`src/rtl/wb_pkg.sv`:
```
// Shared encodings for the writeback unit: source/destination/load-size selects,
// FSM state encoding and a few fixed constants.
package wb_pkg;

  // Writeback data source
  typedef enum logic [1:0] {
    WbAlu  = 2'd0,
    WbMem  = 2'd1,
    WbLink = 2'd2,
    WbRsvd = 2'd3
  } wb_sel_e;

  // Destination register select
  typedef enum logic [1:0] {
    DstRt   = 2'd0,
    DstRd   = 2'd1,
    DstR31  = 2'd2,
    DstRsvd = 2'd3
  } dst_sel_e;

  // Load access size
  typedef enum logic [1:0] {
    LdWord = 2'd0,
    LdHalf = 2'd1,
    LdByte = 2'd2,
    LdRsvd = 2'd3
  } ld_size_e;

  // FSM: StIdle holds no request, StWb holds exactly one captured request
  typedef enum logic {
    StIdle = 1'b0,
    StWb   = 1'b1
  } wb_state_e;

  localparam logic [4:0]  LinkReg    = 5'd31;
  localparam logic [31:0] LinkOffset = 32'd8;

  // Destination address from the instruction fields; the reserved select yields r0
  function automatic logic [4:0] resolve_dst(logic [1:0] dst_sel, logic [4:0] rt, logic [4:0] rd);
    logic [4:0] addr;
    case (dst_sel_e'(dst_sel))
      DstRt:   addr = rt;
      DstRd:   addr = rd;
      DstR31:  addr = LinkReg;
      default: addr = 5'd0;
    endcase
    return addr;
  endfunction

endpackage

```
`src/rtl/load_formatter.sv`:
```
// Load formatter: extracts the addressed lane of a loaded word, extends it, and
// flags misaligned or reserved-size accesses. Purely combinational.
module load_formatter
  import wb_pkg::*;
(
  input  logic [31:0] mem_rdata,
  input  logic [1:0]  ld_size,
  input  logic        ld_signed,
  input  logic [1:0]  byte_off,
  output logic [31:0] data,
  output logic        err
);

  logic [15:0] half_lane;
  logic [7:0]  byte_lane;

  // Lane selection: half uses offset bit 1, byte uses the full offset
  always_comb begin
    half_lane = byte_off[1] ? mem_rdata[31:16] : mem_rdata[15:0];
    case (byte_off)
      2'd0:    byte_lane = mem_rdata[7:0];
      2'd1:    byte_lane = mem_rdata[15:8];
      2'd2:    byte_lane = mem_rdata[23:16];
      default: byte_lane = mem_rdata[31:24];
    endcase
  end

  // Size decode, extension and alignment checking
  always_comb begin
    data = '0;
    err  = 1'b0;
    case (ld_size_e'(ld_size))
      LdWord: begin
        data = mem_rdata;
        err  = (byte_off != 2'd0);
      end
      LdHalf: begin
        data = {{16{ld_signed & half_lane[15]}}, half_lane};
        err  = byte_off[0];
      end
      LdByte: begin
        data = {{24{ld_signed & byte_lane[7]}}, byte_lane};
        err  = 1'b0;
      end
      default: begin
        data = '0;
        err  = 1'b1;
      end
    endcase
  end

endmodule

```
`src/rtl/writeback_unit.sv`:
```
// Writeback unit: captures one writeback request per cycle, resolves its
// destination and data at capture time, and presents the register-file write
// in the following cycle. hold freezes both capture and write.
module writeback_unit
  import wb_pkg::*;
(
  input  logic        clk,
  input  logic        rst,
  input  logic        in_valid,
  output logic        in_ready,
  input  logic        hold,
  input  logic        reg_write,
  input  logic [1:0]  wb_sel,
  input  logic [1:0]  dst_sel,
  input  logic [4:0]  rt,
  input  logic [4:0]  rd,
  input  logic [31:0] alu_result,
  input  logic [31:0] mem_rdata,
  input  logic [31:0] pc,
  input  logic [1:0]  ld_size,
  input  logic        ld_signed,
  input  logic [1:0]  byte_off,
  output logic [4:0]  reg_W_addr,
  output logic [31:0] wdata,
  output logic        reg_we,
  output logic        pend_valid,
  output logic [4:0]  pend_addr,
  output logic        align_err
);

  wb_state_e   state_q;
  logic [4:0]  addr_q;
  logic [31:0] wdata_q;
  logic        reg_write_q;
  logic        write_ok_q;
  logic        align_err_q;

  logic [31:0] load_data;
  logic        load_err;
  logic [4:0]  addr_d;
  logic [31:0] wdata_d;
  logic        err_d;
  logic        write_ok_d;
  logic        capture;

  load_formatter u_load_formatter (
    .mem_rdata (mem_rdata),
    .ld_size   (ld_size),
    .ld_signed (ld_signed),
    .byte_off  (byte_off),
    .data      (load_data),
    .err       (load_err)
  );

  // Resolve the incoming request so only final values need to be stored
  always_comb begin
    addr_d  = resolve_dst(dst_sel, rt, rd);
    wdata_d = '0;
    err_d   = (dst_sel_e'(dst_sel) == DstRsvd);
    case (wb_sel_e'(wb_sel))
      WbAlu:   wdata_d = alu_result;
      WbMem: begin
        wdata_d = load_data;
        err_d   = err_d | load_err;
      end
      WbLink:  wdata_d = pc + LinkOffset;
      default: begin
        wdata_d = '0;
        err_d   = 1'b1;
      end
    endcase
    // Writes to r0 are dropped but the request still counts as pending
    write_ok_d = reg_write && (addr_d != 5'd0) && !err_d;
  end

  assign in_ready = !hold;
  assign capture  = in_valid && in_ready;

  // FSM plus captured request; a capture while in StWb overlaps the previous write
  always_ff @(posedge clk or negedge rst) begin
    if (!rst) begin
      state_q     <= StIdle;
      addr_q      <= '0;
      wdata_q     <= '0;
      reg_write_q <= 1'b0;
      write_ok_q  <= 1'b0;
      align_err_q <= 1'b0;
    end else begin
      if (capture) begin
        state_q     <= StWb;
        addr_q      <= addr_d;
        wdata_q     <= wdata_d;
        reg_write_q <= reg_write;
        write_ok_q  <= write_ok_d;
        if (err_d) begin
          align_err_q <= 1'b1;
        end
      end else if (state_q == StWb && !hold) begin
        state_q <= StIdle;
      end
    end
  end

  // Write strobe and hazard outputs; hold suppresses the write but keeps data stable
  always_comb begin
    reg_we     = (state_q == StWb) && !hold && write_ok_q;
    pend_valid = (state_q == StWb) && reg_write_q;
    pend_addr  = pend_valid ? addr_q : 5'd0;
    reg_W_addr = addr_q;
    wdata      = wdata_q;
    align_err  = align_err_q;
  end

endmodule

```
`config.mk`:
```
export PLATFORM = sky130hd
export DESIGN_NAME = writeback_unit
export DESIGN_NICKNAME = d
export VERILOG_FILES = /design/src/rtl/wb_pkg.sv /design/src/rtl/load_formatter.sv /design/src/rtl/writeback_unit.sv
export SDC_FILE = /design/constraint.sdc
export NUM_CORES = 1
export LEC_CHECK = 0
export ABC_AREA = 1
export ABC_CLOCK_PERIOD_IN_PS = 800
export BUFFER_PORTS_ARGS = -buffer_cell sky130_fd_sc_hd__buf_4
export CAP_MARGIN = 30
export CORE_MARGIN = 8
export CORE_UTILIZATION = 40
export DETAILED_ROUTE_END_ITERATION = 12
export PLACE_DENSITY_LB_ADDON = 0.2
export RECOVER_POWER = 25
export SYNTH_ARGS = -nofsm -noshare
export SYNTH_HDL_FRONTEND = slang
export SYNTH_SLANG_ARGS = --single-unit
export TNS_END_PERCENT = 100
```
`constraint.sdc`:
```
create_clock -name clk -period 0.8 [get_ports clk]
set_input_delay 0.08 -clock clk [delete_from_list [all_inputs] [get_ports clk]]
set_output_delay 0.08 -clock clk [all_outputs]
set_load 0.1 [all_outputs]
```
==> impl_results.md <==
- Run status: complete, but fails checks
- Failing checks: setup timing
- Post-synth EDFFs: 0
- Count of cell types in the netlist: 31
- Hpwl dp: roughly 14000 um
- Max_cap viols: 0
- Most common cell in the netlist: nand2_1
- # rows: 36
- Worst setup margin: -0.5626 ns
- Yosys warnings: 0
- Sink Count: 41
- CP required: ~0.7 ns
- Final design utilization: 0.8845
- Mapped Avg Cell Area: 5.652 sq um
- Initial Util: 0.4053
- Antenna Cells: 0
- CP endpoint kind: output port
- ANT nets after route: 0
- Peak VDD IR: 0.9246 mV
- Area Overhead vs Synth: 118.2%
- Total number of vias: about 6.3k
- Worst hold path type: in2reg
- Die area: approximately 13000 sq um
- Clock slew at reported path FFs: ~0.11 ns
- CTS HTree Levels: 2
- Die width: ~110 um
- DRT Pass-1 Iters: 6
- Hold Vio Cnt, Final: 0
- Synth area leader: nand2_1
- Synth Flop Type: dfrtp_1
- Met2 WL: about 12000 um
- Vias in the first global route: slightly below 6k
- Yosys top cell area share: 0.3166
- Cell area after layout: roughly 8500 sq um
- Clock skew: 0 ns
- Cell Pwr Density: 1375 nW/um^2
- Met3 WL: slightly above 2000 um
- Hold Slack: approximately 0.1 ns
- Yosys reg bits: slightly above 40
- Mapped cell area: around 3900 sq um
- DR WL/cell: approximately 21 um
- Gr ovfl total: 0
- Port buffer count: approximately 170
- Min cycle time layout: roughly 1.4 ns
- CTS buffer count: 5
- Gpl congestion: roughly 0.93
- Max Fclk: approximately 730 MHz
- CORE AREA: around 9600 sq um
- Post-synth top cells: nand2_1 (328), nand3_1 (75), inv_1 (63), nor2_1 (57), dfrtp_1 (41)
- Leakage power: 4.294 nW
- TritonCTS clock tree: built
- Largest net degree at the start of global routing: 27
- Vias per cell: 5.627
- Post-synthesis sequential area ratio: 0.2638
- Relative slew slack: 0.7234
- Routed WL: 23510 um
- Fraction of layout cells with a size suffix above 1: 0.6075
- Pins Over Slew Limit: 0
- CP arrival: ~1.3 ns
- RSZ-0062 raised after global routing: true
- Initial antenna violation count: 0
- Max clock buf depth: 2
- Crit path launch type: flip-flop
- CP max stage cell: dfrtp_1
- Synth top area cells: nand2_1 (32%), dfrtp_1 (26%), nand3_1 (9.7%)
- Global Route Usage Sum: 0.2913
- CP Cell Sequence: nand2_4 -> clkinvlp_4 -> buf_6
- Total power draw: ~12 mW
- Syn_nets: roughly 810
- Slowest Stage Delay on Critical Path: between 0.4 and 0.5 ns
- Async set-reset flop share out of synthesis: 1.000
- Drt first-iter violations: ~600
- Skew-Pair Late Insertion Delay: roughly 0.31 ns
- First-pass GRT wire length: about 30000 um
- Placed inst area: approximately 6100 sq um
- Syn Inst Count: between 600 and 700
- Crit path max fanout: 6
- I/O pin count: 166
- Count of final setup violators: 83
- Final Cycle Share: 1.703
- Die height: about 110 um
- Root Buffer: clkbuf_8
- Final Net Count: ~1.1k
- Crit path kind: reg2out
- Uppermost layer routed: met4
- # DRC: 0
- Worst Tran Pin Value: 0.4150 ns
- Post-Route M1 WL: between 8000 and 9000 um
==> worst paths after layout <==
| kind | slack, ns | from | cells after the start | endpoint |
|---|---|---|---|---|
| setup reg to reg | -0.14 | state_q$_DFFE_PN0P_ | 2 | state_q$_DFFE_PN0P_ |
| setup / recovery | -0.56 | state_q$_DFFE_PN0P_ | 3 | pend_valid |
| max in group asynchronous | 0.06 | rst | 3 | reg_W_addr[2]$_DFFE_PN0P_ |
| hold reg to reg | 0.51 | wdata[23]$_DFFE_PN0P_ | 2 | wdata[23]$_DFFE_PN0P_ |
| hold / removal | 0.1 | alu_result[24] | 5 | wdata[24]$_DFFE_PN0P_ |
| min in group asynchronous | 0.22 | rst | 2 | reg_W_addr[1]$_DFFE_PN0P_ |
==> through the flow <==
step                worst slack, ns  setup TNS [ns]  std cells
global placement            -0.6200          -20.84       1056
detailed placement          -0.6314          -21.90       1056
finish                      -0.5626          -16.96       1114
floorplan                   -0.4760          -20.89        688
global route                -0.5882          -19.63       1114
CTS                         -0.5129          -14.15       1082
==> report_power, final <==
group / switching, mW / internal [mW]
sequential: 0.350 / 2.41
clock: 0.859 / 1.26
combinational: 4.11 / 2.68
total: 5.32 / 6.35
==> registers in the layout, summed over array words and instances, names as in the netlist <==
| signal | count |
|---|---|
| wdata | 32 |
| write_ok_q | 1 |
| reg_write_q | 1 |
| reg_W_addr | 5 |
| align_err | 1 |
| state_q | 1 |
==> cells by family (layout without fill, tap and decap cells) <==
group | Yosys count | in the layout | share of synthesized area
compound gates | 67 | 67 | 0.1007
fa+ha+maj | 1 | 1 | 0.003217
flops | 41 | 41 | 0.2638
simple gates | 490 | 491 | 0.5286
buf+inv | 89 | 381 | 0.1036
==> worst max-delay path: cells and delay by family (launching register included) <==
| family | cells | cell delay (ns) |
|---|---|---|
| buf+inv | 2 | 0.31 |
| simple gates | 1 | 0.20 |
| flops | 1 | 0.45 |
==> layout by cell type, fill, tap and decap left out, types with 14 or more instances in the layout <==
master | netlist | layout
buf_12 | 0 | 59
buf_4 | 3 | 212
buf_6 | 6 | 25
dfrtp_2 | 0 | 33
inv_1 | 63 | 39
inv_2 | 0 | 16
nand2_1 | 328 | 259
nand2_2 | 3 | 49
nand2_4 | 0 | 21
nand3_2 | 7 | 56
nand3_4 | 1 | 14
nor2_1 | 57 | 23
nor2_2 | 4 | 18
nor2_4 | 2 | 23
==> routing by layer <==
layer,vias to the layer above,track usage
met1,2968,0.3444
met3,110,0.04378
met2,435,0.5131
li1,2755,-
met5,-,0
met4,0,0.1180
==> final cells by class <==
| class | instances | area [sq um] |
|---|---|---|
| tap | 133 | 166.4 |
| multi-input combinational | 559 | 3553 |
| inverter | 64 | 277.8 |
| clock buffer | 5 | 68.82 |
| fill | 472 | 1109 |
| sequential | 41 | 1086 |
| clock inverter | 3 | 68.82 |
| timing repair buffer | 309 | 3264 |
==> repair_timing <==
item / CTS / global route
gates resized for setup: 288 / 189
hold buffers: 1 / 0
cloned: 4 / 3
setup endpoints to repair: 80 / 83
pin swaps: 83 / 120
setup buffers: 17 / 35
endpoints found under the hold margin: 41 / 0
Power figures use the tool's default switching activity.
